## src/rtl/axis_serializer.sv

```systemverilog
// Wide-to-narrow stream converter: one DATA_NB*DATA_WIDTH word out as DATA_NB sub-words, lowest first.
// Latency: sub-word 0 is registered on down_* one cycle after the input handshake; one sub-word per clock after that.
// Backpressure: outputs and index hold while down_ready is low; up_ready only opens when the last sub-word is leaving or the block is empty.
module axis_serializer #(
   parameter int DATA_NB    = 3,
   parameter int DATA_WIDTH = 8
) (
   input  logic                          clk,
   input  logic                          rst,
   input  logic [DATA_NB*DATA_WIDTH-1:0] up_data,
   input  logic                          up_valid,
   output logic                          up_ready,
   input  logic                          up_last,
   output logic [DATA_WIDTH-1:0]         down_data,
   output logic                          down_valid,
   input  logic                          down_ready,
   output logic                          down_last
);

   localparam int IW = (DATA_NB > 1) ? $clog2(DATA_NB) : 1;
   localparam logic [IW-1:0] IDX_LAST = IW'(DATA_NB - 1);

   typedef enum logic {
      EMPTY = 1'b0,
      SHIFT = 1'b1
   } state_t;

   state_t                             state;
   state_t                             state_nxt;
   logic [DATA_NB-1:0][DATA_WIDTH-1:0] word_q;
   logic                               last_q;
   logic [IW-1:0]                      idx;
   logic [IW-1:0]                      idx_inc;
   logic                               at_last;
   logic                               load;
   logic                               advance;
   logic                               finish;

   // down_valid comes straight from the state flop, so it is registered.
   assign down_valid = (state == SHIFT);
   assign at_last    = (idx == IDX_LAST);
   // Depends only on rst, state, idx and down_ready: no path from up_valid.
   assign up_ready   = !rst && (!down_valid || (down_ready && at_last));

   // Handshake decode and next-state selection.
   always_comb begin
      idx_inc   = idx + 1'b1;
      load      = up_valid && up_ready;
      advance   = down_valid && down_ready && !at_last;
      finish    = down_valid && down_ready && at_last;
      state_nxt = state;
      if (load) begin
         state_nxt = SHIFT;
      end else if (finish) begin
         state_nxt = EMPTY;
      end
   end

   // State register.
   always_ff @(posedge clk) begin
      if (rst) begin
         state <= EMPTY;
      end else begin
         state <= state_nxt;
      end
   end

   // Word buffer, sub-word index and registered output sub-word.
   always_ff @(posedge clk) begin
      if (rst) begin
         word_q    <= '0;
         last_q    <= 1'b0;
         idx       <= '0;
         down_data <= '0;
         down_last <= 1'b0;
      end else if (load) begin
         // A load on the final consumed sub-word chains the next word with no bubble.
         word_q    <= up_data;
         last_q    <= up_last;
         idx       <= '0;
         down_data <= up_data[DATA_WIDTH-1:0];
         down_last <= up_last && (DATA_NB == 1);
      end else if (advance) begin
         idx       <= idx_inc;
         down_data <= word_q[idx_inc];
         down_last <= last_q && (idx_inc == IDX_LAST);
      end else if (finish) begin
         down_last <= 1'b0;
      end
   end

endmodule

```

## config.mk

```make
export PLATFORM = sky130hd
export DESIGN_NAME = axis_serializer
export DESIGN_NICKNAME = d
export VERILOG_FILES = /design/src/rtl/axis_serializer.sv
export SDC_FILE = /design/constraint.sdc
export NUM_CORES = 1
export LEC_CHECK = 0
export CAP_MARGIN = 5
export CORE_MARGIN = 5
export CORE_UTILIZATION = 25
export DETAILED_ROUTE_END_ITERATION = 8
export HOLD_SLACK_MARGIN = 0.06
export PLACE_DENSITY = 0.45
export SYNTH_ARGS = -nofsm -noshare
export SYNTH_HDL_FRONTEND = slang
export SYNTH_SLANG_ARGS = --single-unit
```

## constraint.sdc

```tcl
create_clock -name clk -period 2.94 [get_ports clk]
set_input_delay 0.588 -clock clk [delete_from_list [all_inputs] [get_ports clk]]
set_output_delay 0.588 -clock clk [all_outputs]
set_load 0.03 [all_outputs]
```

==> flow_metrics.py <==
metrics = {
    "logic_synthesis": {
        "synth_compound_area_share_pct": 20.9,
        "synth_edf_count": 0,
        "yosys.area_share.xor_xnor_pct": 0.507,
        "synthAdderAreaFrac_pct": 1.45,
        "synth_top_family_by_area": "simple AND/OR/NAND/NOR gates",
        "yosys.area_share.simple_pct": 21.7,
        "synth_top_area_share_pct": 42.9,
        "synthArstFlopShare_pct": 0,
        "synthFlopType": "dfxtp_1",
        "ys_ff_latch": 37,
        "avgSynthCellArea_sq_um": 9.05,
        "synth_most_common_cell": "dfxtp_1",
        "seq_area_frac_synth_pct": 42.9,
        "synth_top_cell_by_area": "dfxtp_1",
        "ys_types": 25,
        "synthCells": 191,
        "netlist_area_sq_um": 1730,
        "synth.area.mux_share_pct": 5.21,
        "synth.cells.most_frequent": "dfxtp_1, nand2_1, nand2b_1",
        "synth.area.top_cells": "dfxtp_1, nand2b_1, a2111oi_2",
        "synth_fp_nets": 222,
        "yosysWarnings": 0,
    },
    "clocking": {
        "cts_hold_buf": 0,
        "cts_tree": "done",
        "cts.clk_slew.worst_paths_ps": 70,
        "clockBufferDepth": 2,
        "cts_buffers": 5,
        "cts_resized": 0,
        "insertion_delay_ps": 290,
        "postCtsSetupBuffers": 0,
        "cts_sinks": 37,
        "cts_max_level": 2,
        "clockRootBuffer": "clkbuf_8",
    },
    "finish": {
        "nets": 258,
        "multiInputGateArea_sq_um": 858,
        "register_area_sq_um": 741,
        "n_antenna_cell": 0,
        "drive_above_1_share_pct": 12.3,
        "area_growth_pct": 30.5,
        "fill_cells": 737,
    },
    "worst_setup_path": {
        "cp_slowest_stage_delay_ps": 500,
        "worstPathRequired_ps": 2350,
        "crit_type": "primary input to primary output",
        "critical_path_arrival_ps": 1600,
        "critical_path.endpoint_type": "primary output",
        "crit_chain": "clkdlybuf4s50_1 -> a21boi_4 -> nor2_1 -> buf_4",
        "crit_buf_inv": 2,
        "worst_setup_path_start_kind": "primary input",
        "crit_path_max_fanout": 4,
        "crit_start": "down_ready",
        "cp_slowest_cell": "clkdlybuf4s50_1",
        "critical_path.top_delay_family": "buffers and inverters",
        "reg2reg_from": "idx[0]",
    },
    "power_and_ir_drop": {
        "peakVddDrop_mv": 0.135,
        "p_leak_nw": 0.823,
        "cellPowerDensity_nw_per_um2": 496,
    },
    "die": {
        "dieArea_sq_um": 8670,
        "die_h_microns": 93.1,
        "initial_utilization_pct": 25.6,
        "core_area_sq_um": 6760,
        "rows": 30,
        "die_w_microns": 93.1,
        "io_pins": 40,
    },
    "sta": {
        "setup_slack_ps": 756,
        "max_slew.worst_pin.slew_ps": 652,
        "tns_ps": 0,
        "finClkSkew_ps": 2.78,
        "fin_crit_sh_pct": 74.3,
        "max_freq_ghz": 0.458,
        "post-route-min-period_ps": 2180,
        "hold_slack_ps": 465,
        "hold_viol": 0,
        "report.final.slew_viol_count": 0,
        "final-setup-viol-count": 0,
        "slew-limit-headroom_pct": 56.5,
        "rsz0062_at_grt": "no",
    },
    "detailed_routing": {
        "vias": 1372,
        "viasPerCell": 4.45,
        "drc": 0,
        "drt-pass1-iter-count": 4,
        "routedWlPerCell_microns": 13.8,
        "drt_iter0_markers": 45,
        "drt-total-wl_microns": 4240,
        "postRouteAntennaNets": 0,
    },
    "place": {
        "hpwl_microns": 2870,
        "pre_cts_ws_ps": 708,
        "gp_congestion": 0.691,
        "portBuffers": 39,
    },
    "min_path": {
        "hold_start": "word_q[5]",
        "holdCritPathClass": "flip-flop to flip-flop",
    },
    "grt": {
        "grt_antenna_before_repair": 0,
        "track_usage_pct": 10.7,
        "grt_max_degree": 59,
        "grt_overflow": 0,
        "grt_pass1_wl_microns": 7290,
        "grt_pass1_vias": 1430,
    },
    "flow_run": {
        "drv_cap": 0,
    },
    "status": {
        "outcome": "complete, no violations",
    },
}
## worst min-delay path, delay by kind of cell, from the launching register on
family	cells	cell delay, ps
and+or+nand+nor	1	60
AOI/OAI and AO/OA	1	50
DFF	1	310
## worst paths after layout
| check | depth (start not counted) | slack (ps) | to |
|---|---|---|---|
| worst min-delay path | 2 | 460 | word_q[5] |
| worst min register to register | 2 | 460 | word_q[5] |
| worst max register to register | 5 | 1000 | down_data[6] |
| worst max-delay path | 4 | 760 | up_ready |
## placed cells by master, fill, tap and decap left out, types with 2 or more instances in the layout
master            n
a221oi_1          8
dfxtp_1          37
nor2_1            7
a2111oi_2         8
nand2b_1         25
nor2b_1          10
mux2_2            8
o21ai_1           3
clkdlybuf4s50_1  38
clkbuf_1          3
inv_1            12
clkbuf_8          5
buf_4             4
ha_1              2
o21ai_0          22
nand2_1          26
## final cells by class
type / instances / area share [%]
repair buffers: 43 / 19.1
well taps: 80 / 4.44
inverters: 12 / 2.00
multi-input cells: 128 / 38.1
clock buffers: 8 / 3.55
flip-flops and latches: 37 / 32.9
## kinds of logic after synthesis
| logic type | Yosys count |
|---|---|
| multiplexers | 8 |
| adder cells (fa/ha/maj) | 2 |
| XOR/XNOR | 1 |
| flip-flops | 37 |
| AND/OR/NAND/NOR | 71 |
| AO/OA/AOI/OAI | 46 |
| buffers and inverters | 26 |
## per-layer routing
layer	vias to the layer above	routed length (microns)	global-route usage, %
met2	27	1910	16.9
met4	0	48	2.93
li1	717	-	-
met5	-	0	0
met1	622	2060	13.7
met3	6	221	4.10
## sequential cells by signal, indices dropped and copies added (netlist names)
signal and flops:
down_data 8, down_last 1, down_valid 1, idx 2, last_q 1, word_q 24
## power breakdown
part / total (mW) / switching (mW) / internal, mW
combinational: 0.214 / 0.106 / 0.109
sequential: 0.559 / 0.0211 / 0.538
clock: 0.345 / 0.176 / 0.169
## through the flow
stage | instances | util (%) | cell area, sq um | power, mW
3_3_place_gp | 300 | 32.2 | 2170 | 0.789
4_1_cts | 308 | 33.4 | 2250 | 1.14
3_5_place_dp | 300 | 32.2 | 2170 | 0.789
5_1_grt | 308 | 33.4 | 2250 | 1.19
2_1_floorplan | 191 | - | 1730 | 0.696
6_report | 308 | 33.4 | 2250 | 1.12
No activity file was read; power rests on OpenSTA's default activity.
